===== config.mk =====
export PLATFORM = sky130hd
export DESIGN_NAME = ld_sd_mem_ctrl
export DESIGN_NICKNAME = d
export VERILOG_FILES = /design/src/rtl/ld_sd_mem_ctrl.sv
export SDC_FILE = /design/constraint.sdc
export NUM_CORES = 1
export LEC_CHECK = 0
export BUFFER_PORTS_ARGS = -buffer_cell sky130_fd_sc_hd__clkbuf_2
export CORE_ASPECT_RATIO = 0.75
export CORE_MARGIN = 2
export CORE_UTILIZATION = 55
export DETAILED_ROUTE_END_ITERATION = 8
export HOLD_SLACK_MARGIN = 0.1
export PLACE_DENSITY = 0.85
export SYNTH_ARGS = -nofsm -noshare
export SYNTH_HDL_FRONTEND = slang
export SYNTH_SLANG_ARGS = --single-unit

===== constraint.sdc =====
create_clock -name lsu_clk -period 14.5 [get_ports lsu_clk]
set_clock_uncertainty 0.2 [all_clocks]
set_input_delay 1.45 -clock lsu_clk [delete_from_list [all_inputs] [get_ports lsu_clk]]
set_output_delay 1.45 -clock lsu_clk [all_outputs]
set_load 0.005 [all_outputs]

===== src/rtl/ld_sd_mem_ctrl.sv =====
// Load/store data-memory controller: one outstanding req/gnt/rvalid access,
// store lane alignment, load realignment with sign/zero extension.
module ld_sd_mem_ctrl #(
    parameter int DATA_WIDTH     = 32,
    parameter int GPR_ADDR_WIDTH = 5,
    parameter int TIMEOUT_CYCLES = 255
) (
    input  logic                      lsu_clk,
    input  logic                      lsu_rst,
    input  logic                      wdt_reset_i,
    input  logic                      ld_valid_i,
    input  logic                      sd_valid_i,
    input  logic [DATA_WIDTH-1:0]     addr_i,
    input  logic [1:0]                byte_sel_i,
    input  logic                      sign_bit_i,
    input  logic [DATA_WIDTH-1:0]     sd_data_i,
    input  logic [GPR_ADDR_WIDTH-1:0] rd_i,
    output logic                      mem_req_o,
    output logic                      mem_we_o,
    output logic [DATA_WIDTH-1:0]     mem_addr_o,
    output logic [DATA_WIDTH/8-1:0]   mem_be_o,
    output logic [DATA_WIDTH-1:0]     mem_wdata_o,
    input  logic                      mem_gnt_i,
    input  logic                      mem_rvalid_i,
    input  logic [DATA_WIDTH-1:0]     mem_rdata_i,
    output logic [DATA_WIDTH-1:0]     ld_data_o,
    output logic                      ld_data_valid_o,
    output logic [GPR_ADDR_WIDTH-1:0] ld_rd_o,
    output logic                      stall_o,
    output logic                      misalign_exc_o,
    output logic                      bus_err_o,
    output logic [DATA_WIDTH-1:0]     exc_addr_o
);

    // state  | meaning
    // IDLE   | accepting a new ld/sd request
    // REQ    | mem_req_o high, waiting for grant
    // WAIT_R | load granted, waiting for read data
    typedef enum logic [1:0] {IDLE = 2'd0, REQ = 2'd1, WAIT_R = 2'd2} state_e;

    localparam logic [7:0] TO_LAST = 8'(TIMEOUT_CYCLES - 1);

    state_e                      state_q, state_d;
    logic                        req_q, req_d;
    logic                        we_q, we_d;
    logic [DATA_WIDTH-1:0]       addr_q, addr_d;
    logic [DATA_WIDTH/8-1:0]     be_q, be_d;
    logic [DATA_WIDTH-1:0]       wdata_q, wdata_d;
    logic [GPR_ADDR_WIDTH-1:0]   rd_q, rd_d;
    logic [1:0]                  size_q, size_d;
    logic                        sign_q, sign_d;
    logic [1:0]                  off_q, off_d;
    logic [7:0]                  cnt_q, cnt_d;
    logic [DATA_WIDTH-1:0]       ld_data_q, ld_data_d;
    logic                        ld_valid_q, ld_valid_d;
    logic [GPR_ADDR_WIDTH-1:0]   ld_rd_q, ld_rd_d;
    logic                        mis_q, mis_d;
    logic                        berr_q, berr_d;
    logic [DATA_WIDTH-1:0]       exc_q, exc_d;

    logic                        req_any;
    logic                        aligned;
    logic [DATA_WIDTH/8-1:0]     be_new;
    logic [DATA_WIDTH-1:0]       wdata_new;
    logic [DATA_WIDTH-1:0]       rsh;
    logic [DATA_WIDTH-1:0]       ext;

    assign req_any = ld_valid_i | sd_valid_i;

    always_comb begin
        aligned   = 1'b0;
        be_new    = 4'b1111;
        wdata_new = sd_data_i;
        case (byte_sel_i)
            2'b00: begin
                aligned   = 1'b1;
                be_new    = 4'b0001 << addr_i[1:0];
                wdata_new = {4{sd_data_i[7:0]}};
            end
            2'b01: begin
                aligned   = ~addr_i[0];
                be_new    = 4'b0011 << addr_i[1:0];
                wdata_new = {2{sd_data_i[15:0]}};
            end
            2'b10:   aligned = (addr_i[1:0] == 2'b00);
            default: aligned = 1'b0;
        endcase
    end

    always_comb begin
        rsh = mem_rdata_i >> {off_q, 3'b000};
        case (size_q)
            2'b00:   ext = {{24{sign_q & rsh[7]}}, rsh[7:0]};
            2'b01:   ext = {{16{sign_q & rsh[15]}}, rsh[15:0]};
            default: ext = rsh;
        endcase
    end

    always_comb begin
        state_d    = state_q;
        req_d      = req_q;
        we_d       = we_q;
        addr_d     = addr_q;
        be_d       = be_q;
        wdata_d    = wdata_q;
        rd_d       = rd_q;
        size_d     = size_q;
        sign_d     = sign_q;
        off_d      = off_q;
        cnt_d      = cnt_q;
        ld_data_d  = ld_data_q;
        ld_valid_d = 1'b0;
        ld_rd_d    = ld_rd_q;
        mis_d      = 1'b0;
        berr_d     = 1'b0;
        exc_d      = exc_q;

        unique case (state_q)
            IDLE: begin
                if (req_any) begin
                    if (!aligned) begin
                        mis_d = 1'b1;
                        exc_d = addr_i;
                    end else begin
                        req_d   = 1'b1;
                        we_d    = ~ld_valid_i;
                        addr_d  = {addr_i[DATA_WIDTH-1:2], 2'b00};
                        be_d    = be_new;
                        wdata_d = wdata_new;
                        rd_d    = rd_i;
                        size_d  = byte_sel_i;
                        sign_d  = sign_bit_i;
                        off_d   = addr_i[1:0];
                        cnt_d   = 8'd0;
                        state_d = REQ;
                    end
                end
            end
            REQ: begin
                if (mem_gnt_i) begin
                    req_d = 1'b0;
                    cnt_d = 8'd0;
                    if (we_q) begin
                        state_d = IDLE;
                    end else if (mem_rvalid_i) begin
                        ld_data_d  = ext;
                        ld_valid_d = 1'b1;
                        ld_rd_d    = rd_q;
                        state_d    = IDLE;
                    end else begin
                        state_d = WAIT_R;
                    end
                end else if (cnt_q == TO_LAST) begin
                    berr_d  = 1'b1;
                    exc_d   = {addr_q[DATA_WIDTH-1:2], off_q};
                    req_d   = 1'b0;
                    state_d = IDLE;
                end else begin
                    cnt_d = cnt_q + 8'd1;
                end
            end
            WAIT_R: begin
                if (mem_rvalid_i) begin
                    ld_data_d  = ext;
                    ld_valid_d = 1'b1;
                    ld_rd_d    = rd_q;
                    state_d    = IDLE;
                end else if (cnt_q == TO_LAST) begin
                    berr_d  = 1'b1;
                    exc_d   = {addr_q[DATA_WIDTH-1:2], off_q};
                    state_d = IDLE;
                end else begin
                    cnt_d = cnt_q + 8'd1;
                end
            end
            default: state_d = IDLE;
        endcase

        // soft reset wins over everything computed above
        if (wdt_reset_i) begin
            state_d    = IDLE;
            req_d      = 1'b0;
            we_d       = 1'b0;
            addr_d     = '0;
            be_d       = '0;
            wdata_d    = '0;
            rd_d       = '0;
            size_d     = 2'b00;
            sign_d     = 1'b0;
            off_d      = 2'b00;
            cnt_d      = 8'd0;
            ld_data_d  = '0;
            ld_valid_d = 1'b0;
            ld_rd_d    = '0;
            mis_d      = 1'b0;
            berr_d     = 1'b0;
            exc_d      = '0;
        end
    end

    always_ff @(posedge lsu_clk or posedge lsu_rst) begin
        if (lsu_rst) begin
            state_q    <= IDLE;
            req_q      <= 1'b0;
            we_q       <= 1'b0;
            addr_q     <= '0;
            be_q       <= '0;
            wdata_q    <= '0;
            rd_q       <= '0;
            size_q     <= 2'b00;
            sign_q     <= 1'b0;
            off_q      <= 2'b00;
            cnt_q      <= 8'd0;
            ld_data_q  <= '0;
            ld_valid_q <= 1'b0;
            ld_rd_q    <= '0;
            mis_q      <= 1'b0;
            berr_q     <= 1'b0;
            exc_q      <= '0;
        end else begin
            state_q    <= state_d;
            req_q      <= req_d;
            we_q       <= we_d;
            addr_q     <= addr_d;
            be_q       <= be_d;
            wdata_q    <= wdata_d;
            rd_q       <= rd_d;
            size_q     <= size_d;
            sign_q     <= sign_d;
            off_q      <= off_d;
            cnt_q      <= cnt_d;
            ld_data_q  <= ld_data_d;
            ld_valid_q <= ld_valid_d;
            ld_rd_q    <= ld_rd_d;
            mis_q      <= mis_d;
            berr_q     <= berr_d;
            exc_q      <= exc_d;
        end
    end

    assign mem_req_o       = req_q;
    assign mem_we_o        = we_q;
    assign mem_addr_o      = addr_q;
    assign mem_be_o        = be_q;
    assign mem_wdata_o     = wdata_q;
    assign ld_data_o       = ld_data_q;
    assign ld_data_valid_o = ld_valid_q;
    assign ld_rd_o         = ld_rd_q;
    assign misalign_exc_o  = mis_q;
    assign bus_err_o       = berr_q;
    assign exc_addr_o      = exc_q;
    assign stall_o         = (state_q != IDLE) || (req_any && aligned);

endmodule


==> metrics.yaml <==
worst_setup_path:
  crit_family: "buffers and inverters"
  crit_path_end_kind: "output pin"
  cpPeakStageDelay_ns: 0.52
  critical_path.cell_chain: "clkbuf_2 -> a21oi_1 -> nor2_1 -> o21ai_0 -> clkbuf_2"
  required_ns: 12.85
  critPathBufInv: 2
  slowest_stage: "clkbuf_2"
  cpMostUsedCell: "clkbuf_2"
  path_class: "input pin to output pin"
  critPathMaxFanout: 29
  crit_arrival_ns: 3.00
  start_kind: "input pin"
layout:
  n_antenna_cell: 0
  layout.cells.non_filler: 1071
  area_growth_pct: 24.7
  drive_gt1_share_pct: 37.4
  nets: 1000
sta:
  final.setup.tns_ns: 0
  finalCriticalPeriod_ns: 4.65
  finalHoldViolations: 0
  rsz0062_at_grt: "false"
  fmax_mhz: 215
  worst_pin_slew_ns: 1.08
  final.setup.worst_slack_ns: 9.85
  setup-violations-final: 0
  post-route-period-util_pct: 32.1
  slew_viol_final: 0
  slew_headroom_pct: 27.8
drt:
  drc: 0
  vias: 6281
  viasPerCell: 5.86
  firstDrtPassIters: 5
  drt_wl_total_mm: 20.0
  antenna_left: 0
  first_iter_violations: 413
  wire_per_inst_um: 18.7
clock_network:
  cts_hold_buf: 0
  post_cts_buffers: 0
  numCtsBuffers: 17
  root_buffer: "clkbuf_16"
  cts_tree: "yes"
  clk_path_buf_depth: 2
  clkSinkCount: 160
  cts.reportedPaths.clkPinSlew_ns: 0.07
  worstSkewPairLatency_ns: 0.42
  cts-htree-levels: 4
  post_cts_resized: 0
die:
  core_um2: 13600
  die-area_um2: 14700
  die_h_um: 106
  pin_count: 254
  start_util_pct: 55.8
  die_w_um: 140
  num_rows: 37
placed_design:
  place_congestion: 0.938
  port-buffer-count: 251
  placedCellCount: 1039
  dp_hpwl_mm: 14.1
  dpl_worst_slack_ns: 9.89
synthesis:
  yosys_warnings: 0
  syn_inst: 660
  synth-main-ff-cell: "dfrtp_1"
  synth_edf_count: 0
  synth.most_common_cell: "dfrtp_1"
  synth.largest_area_cell: "dfrtp_1"
  ys_seq_area_share_pct: 52.9
  async_reset_ff_share_pct: 100
  synth_common_cells: "dfrtp_1 (160), mux2i_1 (72), a22o_1 (64), nor2_1 (56), nand2_1 (40)"
  yosys.cell_types.count: 52
  postSynthAreaPerCell_um2: 11.5
  synth.top_cell.area_share_pct: 52.9
  syn_area_um2: 7570
  synth-seq-cells: 160
  synth.area.top_cells: "dfrtp_1 (53%), mux2i_1 (9.5%), a22o_1 (7.4%)"
power_and_ir_drop:
  power.density_nw_per_um2: 122
  peakVddDrop_v: 0.0000876
  p_leak_uw: 0.00470
global_routing:
  track_usage_pct: 27.8
  grt_pass1_wl_mm: 32.1
  antenna_found_initial: 0
  grt_overflow_total: 0
  grt_pass1_vias: 6077
  grt_start_max_net_pins: 84
run:
  cap_viol_max_count: 0
worst_hold_path:
  hold_class: "flip-flop to flip-flop"
status:
  outcome: "complete, no violations"
layout make-up:
cell class                      instances  area [um^2]
Tap cell                              175          219
Multi-Input combinational cell        438         3300
Clock inverter                         15          149
Timing Repair Buffer                  258         1310
Fill cell                            1040         4120
Inverter                                8         35.0
Clock buffer                           17          425
Sequential cell                       160         4000
placed cells by master, fill, tap and decap left out, drive strengths merged, types with 3 or more instances in the layout:
cell,instances
o2bb2ai,17
buf,7
a22o,64
o21bai,3
ha,6
dfrtp,160
nand3,4
a211oi,34
o21ai,34
a31o,4
a221o,16
a21oi,33
nor3,6
mux2,9
nor2,57
nand2b,4
clkbuf,268
and3,4
clkinvlp,5
inv,15
nand2,40
mux2i,72
through the flow:
step	hold WS [ns]	power, uW	instance area, um^2	util, %
after floorplan	0.273	639	7580	-
after global placement	0.265	713	8870	65.4
after detailed placement	0.274	720	8870	65.4
after CTS	0.292	1150	9440	69.6
after global routing	0.305	1200	9440	69.6
final	0.292	1150	9440	69.6
registers in the layout, indices dropped and copies added, names as in the netlist:
name and flops:
bus_err_o 1, cnt_q 8, exc_addr_o 32, ld_data_o 32, ld_data_valid_o 1, ld_rd_o 5, mem_addr_o 30, mem_be_o 4
mem_req_o 1, mem_wdata_o 32, mem_we_o 1, misalign_exc_o 1, off_q 2, rd_q 5, sign_q 1, size_q 2
state_q 2
worst reg2reg max path: stages (launching register included):
cell and delay [ns]:
dfrtp_1 0.40, inv_1 0.12, ha_1 0.29, inv_2 0.07, o22ai_1 0.27, nand3_1 0.57
a2111oi_4 0.94, a221o_1 0.23
worst paths after layout:
kind	from	to	slack (ns)	cells after the start
worst max register to register	state_q[0]	ld_data_o[31]	11.35	7
worst min register to register	ld_data_o[2]	ld_data_o[2]	0.29	2
max in group asynchronous	lsu_rst	mem_addr_o[27]	11.67	3
min in group asynchronous	lsu_rst	ld_data_o[26]	0.92	2
worst min-delay path	ld_data_o[2]	ld_data_o[2]	0.29	2
worst max-delay path	byte_sel_i[1]	stall_o	9.85	5
report_power, final:
part | internal, uW | leakage [uW] | switching [uW]
Combinational | 87.9 | 0.00226 | 120
Sequential | 480 | 0.00217 | 24.6
Clock | 241 | 0.000266 | 194
Total | 809 | 0.00470 | 338
layer usage:
| layer | routed length (um) | global-route usage (%) |
|---|---|---|
| met5 | 0 | 0 |
| met4 | 486 | 11.0 |
| met3 | 1360 | 7.54 |
| met2 | 9380 | 41.9 |
| met1 | 8760 | 38.6 |
logic make-up (layout without fill, tap and decap cells):
group / after synthesis / after routing / synth area share (%)
AND/OR/NAND/NOR: 129 / 129 / 7.90
multiplexers: 82 / 82 / 11.2
adder cells (fa/ha/maj): 6 / 6 / 0.991
AO/OA/AOI/OAI: 219 / 219 / 23.2
other: 1 / 2 / 0.0495
flip-flops: 160 / 160 / 52.9
buffers and inverters: 63 / 298 / 3.80
(Power assumes the default switching activity.)
